## src/rtl/n1_pbus_pkg.sv

```systemverilog
// Shared types and widths for the N1 program-bus target.
package n1_pbus_pkg;

    localparam int unsigned PbusAdrWidth = 16;
    localparam int unsigned PbusDatWidth = 16;
    localparam int unsigned PbusSelWidth = 2;

    typedef enum logic [1:0] {RspAck, RspErr, RspRty} rsp_kind_t;

    typedef enum logic [1:0] {StIdle, StActive, StDrain} tgt_state_t;

    // One response-pipeline slot; dead marks a response cancelled by a cyc abort.
    typedef struct packed {
        logic      valid;
        logic      dead;
        rsp_kind_t kind;
        logic      we;
    } rsp_stage_t;

endpackage

```

## src/rtl/n1_pbus_tgt_rsp_pipe.sv

```systemverilog
// Fixed-latency response pipeline for n1_pbus_tgt: MemLat slots of {valid, dead, kind, we}
// plus a count of occupied slots.
module n1_pbus_tgt_rsp_pipe
    import n1_pbus_pkg::*;
#(
    parameter int unsigned MemLat = 1
) (
    input  logic      clk,
    input  logic      rst_n,
    input  logic      load,
    input  rsp_kind_t load_kind,
    input  logic      load_we,
    input  logic      flush,
    output logic      out_valid,
    output rsp_kind_t out_kind,
    output logic      out_we,
    output logic [2:0] outst,
    output logic [2:0] outst_next
);

    rsp_stage_t stage_q [MemLat];
    logic [2:0] outst_q;
    logic       exit_valid;

    assign exit_valid = stage_q[MemLat-1].valid;
    assign out_valid  = exit_valid & ~stage_q[MemLat-1].dead;
    assign out_kind   = stage_q[MemLat-1].kind;
    assign out_we     = stage_q[MemLat-1].we;
    assign outst      = outst_q;
    assign outst_next = outst_q + {2'b00, load} - {2'b00, exit_valid};

    // Shift slots toward the exit; a flush keeps them moving but marks them dead.
    always_ff @(posedge clk or negedge rst_n) begin
        if (!rst_n) begin
            for (int i = 0; i < int'(MemLat); i++) begin
                stage_q[i] <= '0;
            end
        end else begin
            stage_q[0] <= '{valid: load, dead: 1'b0, kind: load_kind, we: load_we};
            for (int i = 1; i < int'(MemLat); i++) begin
                stage_q[i]      <= stage_q[i-1];
                stage_q[i].dead <= stage_q[i-1].dead | flush;
            end
        end
    end

    // Occupied-slot count: an accept and an exit in the same cycle cancel out.
    always_ff @(posedge clk or negedge rst_n) begin
        if (!rst_n) begin
            outst_q <= 3'd0;
        end else begin
            outst_q <= outst_next;
        end
    end

endmodule

```

## src/rtl/n1_pbus_tgt.sv

```systemverilog
// Wishbone pipelined target for the N1 program bus, driving a fixed-latency SRAM.
// Build option: define N1_PBUS_TGT_RTY_EN to answer busy-SRAM requests with RTY instead
// of stalling them.
module n1_pbus_tgt
    import n1_pbus_pkg::*;
#(
    parameter int unsigned AdrWidth = PbusAdrWidth,
    parameter int unsigned DatWidth = PbusDatWidth,
    parameter int unsigned MemSize  = 16384,
    parameter int unsigned MemLat   = 1
) (
    input  logic                    clk_i,
    input  logic                    async_rst_i,
    input  logic                    pbus_cyc_i,
    input  logic                    pbus_stb_i,
    input  logic                    pbus_we_i,
    input  logic [PbusSelWidth-1:0] pbus_sel_i,
    input  logic [AdrWidth-1:0]     pbus_adr_i,
    input  logic [DatWidth-1:0]     pbus_dat_i,
    output logic [DatWidth-1:0]     pbus_dat_o,
    output logic                    pbus_ack_o,
    output logic                    pbus_err_o,
    output logic                    pbus_rty_o,
    output logic                    pbus_stall_o,
    output logic                    mem_req_o,
    output logic                    mem_we_o,
    output logic [PbusSelWidth-1:0] mem_sel_o,
    output logic [AdrWidth-1:0]     mem_adr_o,
    output logic [DatWidth-1:0]     mem_wdat_o,
    input  logic [DatWidth-1:0]     mem_rdat_i,
    input  logic                    mem_busy_i,
    output logic [1:0]              prb_pbus_tgt_state_o,
    output logic [2:0]              prb_pbus_tgt_outst_o
);

    localparam logic [AdrWidth:0] MemLimit = (AdrWidth + 1)'(MemSize);

    tgt_state_t state_q, state_d;
    rsp_kind_t  req_kind, out_kind;
    logic       stall_raw, accept, issue, out_valid, out_we, rsp_live;
    logic [2:0] outst, outst_next;

`ifdef N1_PBUS_TGT_RTY_EN
    assign stall_raw = (state_q == StDrain);
`else
    assign stall_raw = (state_q == StDrain) | mem_busy_i;
`endif

    // Reset gating keeps every output quiet while reset is held, even combinational ones.
    assign pbus_stall_o = stall_raw & async_rst_i;
    assign accept       = pbus_cyc_i & pbus_stb_i & ~stall_raw & async_rst_i;

    // Classify the request presented this cycle.
    always_comb begin
        req_kind = RspAck;
        if ({1'b0, pbus_adr_i} >= MemLimit) begin
            req_kind = RspErr;
`ifdef N1_PBUS_TGT_RTY_EN
        end else if (mem_busy_i) begin
            req_kind = RspRty;
`endif
        end
    end

    assign issue      = accept & (req_kind == RspAck);
    assign mem_req_o  = issue;
    assign mem_we_o   = issue & pbus_we_i;
    assign mem_sel_o  = issue ? pbus_sel_i : '0;
    assign mem_adr_o  = issue ? pbus_adr_i : '0;
    assign mem_wdat_o = issue ? pbus_dat_i : '0;

    n1_pbus_tgt_rsp_pipe #(
        .MemLat(MemLat)
    ) u_rsp_pipe (
        .clk        (clk_i),
        .rst_n      (async_rst_i),
        .load       (accept),
        .load_kind  (req_kind),
        .load_we    (pbus_we_i),
        .flush      (~pbus_cyc_i),
        .out_valid  (out_valid),
        .out_kind   (out_kind),
        .out_we     (out_we),
        .outst      (outst),
        .outst_next (outst_next)
    );

    // Responses only reach the bus while the cycle is still open.
    assign rsp_live   = out_valid & pbus_cyc_i;
    assign pbus_ack_o = rsp_live & (out_kind == RspAck);
    assign pbus_err_o = rsp_live & (out_kind == RspErr);
`ifdef N1_PBUS_TGT_RTY_EN
    assign pbus_rty_o = rsp_live & (out_kind == RspRty);
`else
    assign pbus_rty_o = 1'b0;
`endif
    assign pbus_dat_o = (pbus_ack_o & ~out_we) ? mem_rdat_i : '0;

    assign prb_pbus_tgt_state_o = state_q;
    assign prb_pbus_tgt_outst_o = outst;

    // Bus-cycle FSM state register.
    always_ff @(posedge clk_i or negedge async_rst_i) begin
        if (!async_rst_i) begin
            state_q <= StIdle;
        end else begin
            state_q <= state_d;
        end
    end

    // Next state; decisions use the post-edge occupancy so DRAIN ends as the last slot leaves.
    always_comb begin
        state_d = state_q;
        unique case (state_q)
            StIdle: begin
                if (pbus_cyc_i) state_d = StActive;
            end
            StActive: begin
                if (!pbus_cyc_i) state_d = (outst_next != 3'd0) ? StDrain : StIdle;
            end
            StDrain: begin
                if (outst_next == 3'd0) state_d = pbus_cyc_i ? StActive : StIdle;
            end
            default: state_d = StIdle;
        endcase
    end

endmodule

```

## config.mk

```make
export PLATFORM = sky130hd
export DESIGN_NAME = n1_pbus_tgt
export DESIGN_NICKNAME = d
export VERILOG_FILES = /design/src/rtl/n1_pbus_pkg.sv /design/src/rtl/n1_pbus_tgt_rsp_pipe.sv /design/src/rtl/n1_pbus_tgt.sv
export SDC_FILE = /design/constraint.sdc
export NUM_CORES = 1
export LEC_CHECK = 0
export CAP_MARGIN = 20
export CELL_PAD_IN_SITES_DETAIL_PLACEMENT = 1
export CELL_PAD_IN_SITES_GLOBAL_PLACEMENT = 1
export CORE_MARGIN = 4
export CORE_UTILIZATION = 13
export CTS_CLUSTER_SIZE = 24
export DETAILED_ROUTE_END_ITERATION = 10
export MAX_ROUTING_LAYER = met4
export PLACE_DENSITY = 0.85
export SLEW_MARGIN = 15
export SYNTH_ARGS = -nofsm -noshare
export SYNTH_HDL_FRONTEND = slang
export SYNTH_SLANG_ARGS = --single-unit
```

## constraint.sdc

```tcl
create_clock -name clk_i -period 2.9 [get_ports clk_i]
set_input_delay 0.58 -clock clk_i [delete_from_list [all_inputs] [get_ports clk_i]]
set_output_delay 0.58 -clock clk_i [all_outputs]
set_load 0.05 [all_outputs]
```

* After elaboration in Yosys (flattened, before gate mapping) *
Index checks and enable logic that the tools add are counted.

word-level totals
  register bits after elaboration = 8
  word-level logic and storage cells = 44

operators by class
  add/sub/neg operators = 2
  magnitude comparators = 1
  eq/ne operators = 6
  multiplexer cells = 11
  bitwise operators = 13
  reductions and logical operators = 6

operator list
  operator                                                             count
  2-to-1 mux 16 bit                                                    3
  greater-or-equal comparator 16 x 15 -> 1 bit, second input constant  1
  AND 1 bit                                                            10
  2-to-1 mux 2 bit                                                     5
  logical NOT 2 bit                                                    3
  case mux 2 bit (3 select lines)                                      1
  != test 2 bit, second input constant                                 2
  adder 3 x 1 -> 3 bit                                                 1
  logical NOT 3 bit                                                    1
  AND reduction 3 bit                                                  1
  nonzero test 3 bit                                                   1
  subtractor 3 x 1 -> 3 bit                                            1
  equality test 2 x 1 -> 1 bit, second input constant                  1
  equality test 2 bit, second input constant                           1
  2-to-1 mux 1 bit                                                     2
  != test 2 x 1 -> 1 bit, second input constant                        1
  NOT 1 bit                                                            2
  equality test 1 bit, second input constant                           1
  OR 1 bit                                                             1

* Longest topological paths before layout *
Gate-level depths: netlist of run 1.

  depth after elaboration = 11
  depth in mapped cells = 8
  gate-level depth less buffers = 8

* By module *
A second synthesis of run 1 with hierarchy kept.

unflattened totals
  cells, all modules = 100
  area total of the unflattened synthesis = 1292.5 µm²

modules (own cells, without submodules)
  module                instances  cells an instance  area each (µm²)  seq. area each (µm²)
  n1_pbus_tgt           1          85                 1033.5           50.0
  n1_pbus_tgt_rsp_pipe  1          15                 259.0            175.2

* Worst setup path before layout of run 1 *
No wires, ideal clock.

  kind = reg-to-output
  start point = register state_q[1], in the netlist prb_pbus_tgt_state_o[1]
  end point = output mem_wdat_o[10]
  data arrival time = 1.935 ns
  required time = 2.320 ns
  path slack = 0.385 ns
  stages on the path, launching flop included = 5
  buffers on the path = 1
  path through = dfrtp_1 -> nor2b_1 -> nor4_4 -> buf_6 -> and2_1

between the ends
  word-level cells in the longest chain between the ends = 7

RTL lines
  item                     RTL line            source
  start, declared          n1_pbus_tgt.sv:38   tgt_state_t state_q, state_d;
  start signal, assigned   n1_pbus_tgt.sv:105  state_q <= StIdle;
  start signal, assigned   n1_pbus_tgt.sv:107  state_q <= state_d;
  equality test 2 bit      n1_pbus_tgt.sv:46   assign stall_raw = (state_q == StDrain) | mem_busy_i;
  OR 1 bit                 n1_pbus_tgt.sv:46
  NOT 1 bit                n1_pbus_tgt.sv:51   assign accept = pbus_cyc_i & pbus_stb_i & ~stall_raw & async_rst_i;
  AND 1 bit (2 in series)  n1_pbus_tgt.sv:51
  AND 1 bit                n1_pbus_tgt.sv:65   assign issue = accept & (req_kind == RspAck);
  net mem_req_o            n1_pbus_tgt.sv:25   output logic mem_req_o,
  2-to-1 mux 16 bit        n1_pbus_tgt.sv:70   assign mem_wdat_o = issue ? pbus_dat_i : '0;
  end, declared            n1_pbus_tgt.sv:29   output logic [DatWidth-1:0] mem_wdat_o,

The timed path passes the listed nets, and every way through them passes these cells.

* Worst setup path in the final report of run 1 *
  start point = input async_rst_i
  end point = output mem_adr_o[5]

between the ends
  word-level cells in the longest chain between the ends = 3

RTL lines
  item               RTL line           source
  start, declared    n1_pbus_tgt.sv:13  input logic async_rst_i,
  AND 1 bit          n1_pbus_tgt.sv:51
  AND 1 bit          n1_pbus_tgt.sv:65
  2-to-1 mux 16 bit  n1_pbus_tgt.sv:69  assign mem_adr_o = issue ? pbus_adr_i : '0;
  end, declared      n1_pbus_tgt.sv:28  output logic [AdrWidth-1:0] mem_adr_o,

Every way passes these cells.

==> summary.md, run 1 <==
• **status** finished, final reports clean
• **via count of the first global-routing pass** 1,187
• **buffer cell driving the clock tree root** sky130_fd_sc_hd__clkbuf_8
• **post-route clock period utilization** 0.8990
• **count of final max-slew check failures** 0
• **setup_tns** 0 ps
• **Vias** 1,074
• **clock buffers created by TritonCTS** 3
• **area of the multi-input gates** 500.5 um2
• **Worst Setup Start Kind** input port
• **Hold EP** prb_pbus_tgt_state_o[0]
• **buffer count from post-CTS setup fixing** 0
• **Filler Cells Inserted** 595
• **count of state elements after synthesis** 8
• **r2r endpoint** prb_pbus_tgt_state_o[0]
• **antenna violations before repair** 0
• **number of maximum-capacitance constraint violations** 0
• **number of optimization iterations in the first detailed-route pass** 2
• **horizontal die dimension** 84.88 um
• **maximum resistive drop on vdd** 168.4 uV
• **clock-pin slew on the worst setup and hold paths** 40 ps
• **Worst Path Class, Setup** in -> out
• **fmax** 383.5 MHz
• **worst slew margin relative to its limit** 0.6583
• **clock latency on the worst-skew pair** 220 ps
• **final cell area excluding filler cells** 0.002521 mm2
• **routed length per placed instance** 13.68 um
• **area of the die** 0.007204 mm2
• **origin of the worst min-delay path** prb_pbus_tgt_state_o[1]
• **Mapped Cells** 89
• **Ports** 117
• **Worst Path Max Fanout** 16
• **Yosys cell types** 25
• **Min Clock Period, post-route** 2607 ps
• **worst hold-check path type** reg -> reg
• **share of synthesized area occupied by flip-flops and latches** 0.2606
• **fraction of final layout cells sized beyond drive strength 1** 0.3122
• **DRC violations left** 0
• **total wire length after detailed routing** 3788 um
• **RSZ-0062 raised after global routing** no
• **overall fraction of global-route tracks in use** 0.1072
• **worst hold margin** 589.8 ps
• **Arr. time, crit path** 2030 ps
• **slew at the pin closest to its max-slew limit** 510.9 ps
• **post-route clock skew** 3.363 ps
• **number of cells on the worst hold path** 2
• **Hold Violations, Final** 0
• **post-synthesis instance area** 768.2 um2
• **count of nets left with antenna violations after detail routing** 0
• **startpoint of the worst-slack reg-to-reg timing path** prb_pbus_tgt_state_o[1]
• **number of setup violations in the final report** 0
• **leakage** 1.040 nW
• **count of H-tree levels built during CTS** 1
• **hold bufs inserted after CTS** 0
• **placed inst area** 0.002480 mm2
• **Die Height** 84.88 um
• **Post-layout nets** 266
• **weighted congestion at the end of routability-driven global placement** 0.8130
• **Worst Setup End Kind** output port
• **synth-to-layout area growth** 228.2%
• **average vias per placed instance** 3.877
• **detailed placement HPWL** 3516 um
• **cells on worst reg2reg path** 7
• **ratio of total power to cell area** 300.8 mW/mm2
• **Buffers on Ports** 113
• **total gr overflow** 0
• **combined flip-flop and latch cell area** 200.2 um2
• **maximum number of pins on one net before global-route repair** 19
• **number of diodes added for antenna fixing** 0
• **Final Total Pwr** 0.7582 mW
• **Resized Gates After CTS** 0
• **mean area per synthesized cell** 8.632 um2
• **clock sink count** 8
• **r2r setup slk** 660 ps
• **number of core rows** 27
• **global-route wire length before repair** 6023 um
• **number of buffers on the longest clock path** 2
• **Iteration-0 DRC Markers** 5
• **data required time at the worst endpoint** 2320 ps
• **placeable core region** 0.005608 mm2
• **total number of yosys warnings** 0
• **Initial Utilization** 0.1370
• **TritonCTS clock tree** yes
[cell families (layout without fill, tap and decap cells)]
kind of cell               Yosys count  after routing  synth area share
xor gates and xnor gates             2              2           0.02281
buffers and inverters               11            125           0.09770
other                                1              3          0.004881
AOI/OAI and AO/OA                    3              3           0.03421
and+or+nand+nor                     61             61            0.5212
adders and majority gates            3              3           0.05863
DFF                                  8              8            0.2606
[synth_stat cells]
master	count	area [um2]
sky130_fd_sc_hd__and2_1	49	306.5
sky130_fd_sc_hd__nor3b_1	1	7.510
sky130_fd_sc_hd__or2_1	1	6.260
sky130_fd_sc_hd__buf_6	3	33.78
sky130_fd_sc_hd__nand2b_1	1	6.260
sky130_fd_sc_hd__o21a_1	1	7.510
sky130_fd_sc_hd__or2b_1	1	7.510
sky130_fd_sc_hd__fa_1	1	20.02
sky130_fd_sc_hd__buf_4	3	22.52
sky130_fd_sc_hd__o41ai_1	1	8.760
sky130_fd_sc_hd__o32a_1	1	10.01
sky130_fd_sc_hd__nor2b_1	1	6.260
sky130_fd_sc_hd__dfrtp_1	8	200.2
sky130_fd_sc_hd__conb_1	1	3.750
sky130_fd_sc_hd__and3_1	1	6.260
sky130_fd_sc_hd__inv_1	4	15.01
sky130_fd_sc_hd__nand3_2	1	10.01
sky130_fd_sc_hd__ha_1	2	25.02
sky130_fd_sc_hd__nand2_1	1	3.750
sky130_fd_sc_hd__clkbuf_1	1	3.750
sky130_fd_sc_hd__nor3_1	1	5.000
sky130_fd_sc_hd__nor3_2	1	10.01
sky130_fd_sc_hd__xnor2_1	2	17.52
sky130_fd_sc_hd__nor4_4	1	21.27
sky130_fd_sc_hd__nor2_1	1	3.750
[metrics by stage]
step | instances | setup slack [ps] | util
final | 277 | 292.8 | 0.4496
after global routing | 277 | 174.6 | 0.4496
after CTS | 277 | 253.8 | 0.4496
after detailed placement | 274 | 270.8 | 0.4422
after global placement | 274 | 295.8 | 0.4422
after floorplan | 91 | 384.8 | -
[placed cells by master, fill, tap and decap left out, types with 2 or more instances in the layout]
cell and count:
sky130_fd_sc_hd__buf_4 7, sky130_fd_sc_hd__clkbuf_8 3, sky130_fd_sc_hd__dfrtp_1 8, sky130_fd_sc_hd__conb_1 3, sky130_fd_sc_hd__ha_1 2, sky130_fd_sc_hd__inv_1 4, sky130_fd_sc_hd__clkdlybuf4s50_1 60, sky130_fd_sc_hd__xnor2_1 2
sky130_fd_sc_hd__buf_12 51, sky130_fd_sc_hd__and2_1 49
[area by class of cell]
| cell class | count | share of cell area |
|---|---|---|
| clock buffer | 3 | 0.01638 |
| timing repair buffer | 118 | 0.6640 |
| sequential | 8 | 0.07940 |
| inverter | 4 | 0.005955 |
| tap | 72 | 0.03573 |
| multi-input combinational | 72 | 0.1985 |
[worst max-delay path by stage]
stage	slack, ps	start	to
after floorplan	380	prb_pbus_tgt_state_o[1]	mem_wdat_o[10]
after global placement	300	pbus_cyc_i	mem_wdat_o[0]
after detailed placement	270	async_rst_i	mem_adr_o[5]
after CTS	250	async_rst_i	mem_adr_o[5]
after global routing	170	pbus_cyc_i	mem_wdat_o[4]
final	290	async_rst_i	mem_adr_o[5]
[routing by layer]
metal,vias up,GRT usage,wire length (um)
li1,502,-,-
met4,0,0.03453,42
met5,-,-,0
met2,89,0.1886,1840
met3,4,0.03301,423
met1,479,0.1146,1482
[state kept, by name (all words and copies together), names as in the netlist]
signal and cells:
u_rsp_pipe.outst 3, prb_pbus_tgt_state_o 2, u_rsp_pipe.exit_valid 1, u_rsp_pipe.out_kind 1, u_rsp_pipe.out_we 1
[worst max-delay path, cell delays in order]
cell and delay, ps:
sky130_fd_sc_hd__clkdlybuf4s50_1 500, sky130_fd_sc_hd__nand3_2 110, sky130_fd_sc_hd__nor4_4 240, sky130_fd_sc_hd__buf_4 240
sky130_fd_sc_hd__and2_1 200, sky130_fd_sc_hd__buf_12 150
[power by group]
group	internal, mW	switching, mW	total, mW	leakage [nW]
clock network	0.0897	0.0407	0.130	0.0216
logic	0.201	0.252	0.454	0.922
registers	0.148	0.0257	0.174	0.0960
total	0.439	0.319	0.758	1.04
Note: power is estimated with default switching activity, not from simulation.
==> run 2, diff against run 1 <==
- SETUP_SLACK_MARGIN: not set -> 0.15
==> results of run 2 <==
The final DEF is identical to that of run 1; final timing and power are the same.
==> run 3, diff against run 2 <==
- PLACE_DENSITY: 0.85 -> 0.87
==> run 3 against run 2 <==
Routed wire length is 2.8% higher; clock skew rose by 1.7 ps; count of clock-buffer cells in the layout is the same; global-route usage decreased by 0.078 points; via count shrank 2.1%; critical path depth unchanged; sequential power is essentially flat; sequential share of layout area is essentially flat; maximum frequency down 0.42%; clock power increased by 4%; cell count down 0.36%; critical endpoint is now mem_adr_o[1]; largest cell class unchanged.
==> summary.md, run 3 (synthesis gave the netlist of run 1 again) <==
• **status** finished, final reports clean
• **synth-to-layout area growth** 228.8%
• **RSZ-0062 raised after global routing** no
• **Clk pwr share** 0.174
• **worst-case setup margin in the final layout** 281.8 ps
• **worst hold-check path type** reg -> reg
• **global-route wire length before repair** 6016 um
• **average vias per placed instance** 3.808
• **fmax** 381.9 MHz
• **count of H-tree levels built during CTS** 1
• **Comb pwr share** 0.605
• **Die Height** 84.88 um
• **DRC violations left** 0
• **Buffers on Ports** 113
• **number of diodes added for antenna fixing** 0
• **Post-layout nets** 265
• **length of routed met2 wiring** 2003 um
• **number of optimization iterations in the first detailed-route pass** 4
• **number of buffers on the longest clock path** 2
• **maximum resistive drop on vdd** 339.8 uV
• **origin of the worst min-delay path** prb_pbus_tgt_state_o[0]
• **most frequent cells in the layout** sky130_fd_sc_hd__clkdlybuf4s50_1 (60), sky130_fd_sc_hd__buf_12 (52), sky130_fd_sc_hd__and2_1 (49)
• **Initial Utilization** 0.1370
• **TritonCTS clock tree** yes
• **total wire length after detailed routing** 3895 um
• **Iteration-0 DRC Markers** 13
• **number of core rows** 27
• **relative contribution of sequential cells to total power** 0.221
• **maximum number of pins on one net before global-route repair** 35
• **hold bufs inserted after CTS** 0
• **ratio of total power to cell area** 306.5 mW/mm2
• **fraction of final layout cells sized beyond drive strength 1** 0.3088
• **Placed Instances** 273
• **clock latency on the worst-skew pair** 230 ps
• **count of nets left with antenna violations after detail routing** 0
• **weighted congestion at the end of routability-driven global placement** 0.7000
• **number of maximum-capacitance constraint violations** 0
• **worst hold margin** 603.9 ps
• **routed length per placed instance** 14.11 um
• **detailed placement HPWL** 3564 um
• **worst slew margin relative to its limit** 0.6557
• **worst slack at placement** 130.2 ps
• **Worst Setup Start Kind** input port
• **post-route clock period utilization** 0.9028
• **Worst Path Class, Setup** in -> out
• **total gr overflow** 0
• **buffer count from post-CTS setup fixing** 0
• **overall fraction of global-route tracks in use** 0.1065
• **Hold Violations, Final** 0
• **slew at the pin closest to its max-slew limit** 514.8 ps
• **placeable core region** 0.005608 mm2
• **Vias** 1,051
• **Resized Gates After CTS** 0
• **horizontal die dimension** 84.88 um
• **startpoint of the worst-slack reg-to-reg timing path** prb_pbus_tgt_state_o[1]
• **top layer used by detailed routing** met3
• **Worst setup startpoint** async_rst_i
• **setup_tns** 0 ps
• **number of setup violations in the final report** 0
• **clock buffers created by TritonCTS** 3
• **via count of the first global-routing pass** 1,189
• **Internal Pwr Total** 0.4411 mW
• **Worst Path Max Fanout** 34
• **commonest non-fill, non-tap cell in the layout** sky130_fd_sc_hd__clkdlybuf4s50_1
• **Sw Pwr** 0.3332 mW
• **antenna violations before repair** 0
• **data required time at the worst endpoint** 2320 ps
• **clock sink count** 8
• **fin cells** 276
• **area of the die** 0.007204 mm2
• **routed length on met1** 1570 um
• **Worst Setup End Kind** output port
• **switching power as a share of total power** 0.4304
• **Arr. time, crit path** 2040 ps
• **clock-pin slew on the worst setup and hold paths** 40 ps
• **Ports** 117
• **Min Clock Period, post-route** 2618 ps
• **post-route clock skew** 5.064 ps
• **count of final max-slew check failures** 0
• **routed length on met3** 321 um
• **max reg flops** 3
• **buffer cell driving the clock tree root** sky130_fd_sc_hd__clkbuf_8
• **leakage** 1.037 nW
## run 3: changes by cell type in the layout (fill, tap and decap cells not counted), sizes merged
cell / delta
buf: -1
## run 3: stage by stage
stage               instance area, um2  utilization  power (mW)
floorplan                        775.7            -      0.4299
global placement                  2485       0.4431      0.6204
detailed placement                2485       0.4431      0.6463
CTS                               2526       0.4505      0.7809
global route                      2526       0.4505      0.8147
finish                            2526       0.4505      0.7743
## run 3: power groups by stage
stage	Clock [mW]	Combinational [mW]	Sequential (mW)
5_1_grt	0.143	0.495	0.177
4_1_cts	0.135	0.474	0.172
2_1_floorplan	0	0.148	0.282
6_report	0.135	0.468	0.171
3_5_place_dp	0	0.473	0.173
3_3_place_gp	0	0.450	0.170
## run 3: critical path, cell delays in order
cell and delay, ps:
sky130_fd_sc_hd__clkdlybuf4s50_1 500, sky130_fd_sc_hd__nand3_2 120, sky130_fd_sc_hd__nor4_4 270, sky130_fd_sc_hd__buf_12 210, sky130_fd_sc_hd__and2_1 200, sky130_fd_sc_hd__buf_12 150
## run 3: worst paths after layout
kind                                            to  cells past startpoint  slack (ps)
setup / recovery                      mem_adr_o[1]                      6         280
hold / removal             prb_pbus_tgt_state_o[0]                      2         600
setup reg to reg           prb_pbus_tgt_state_o[0]                      7         510
hold reg to reg            prb_pbus_tgt_state_o[0]                      2         600
max in group asynchronous   u_rsp_pipe.out_kind[0]                      2        2060
min in group asynchronous      u_rsp_pipe.outst[1]                      2         700
## run 3: layout make-up
class                   count  area [um2]
well taps                  72       90.09
repair buffers            117        1679
fillers                   602        3082
multi-input cells          72       500.5
clock buffers               3       41.29
flip-flops and latches      8       200.2
inverters                   4       15.01
## run 3: routing by layer
| metal | GRT usage | vias to the layer above |
|---|---|---|
| met2 | 0.1950 | 81 |
| met1 | 0.1229 | 470 |
| li1 | - | 500 |
| met5 | - | - |
| met3 | 0.02136 | 0 |
| met4 | 0.01295 | 0 |
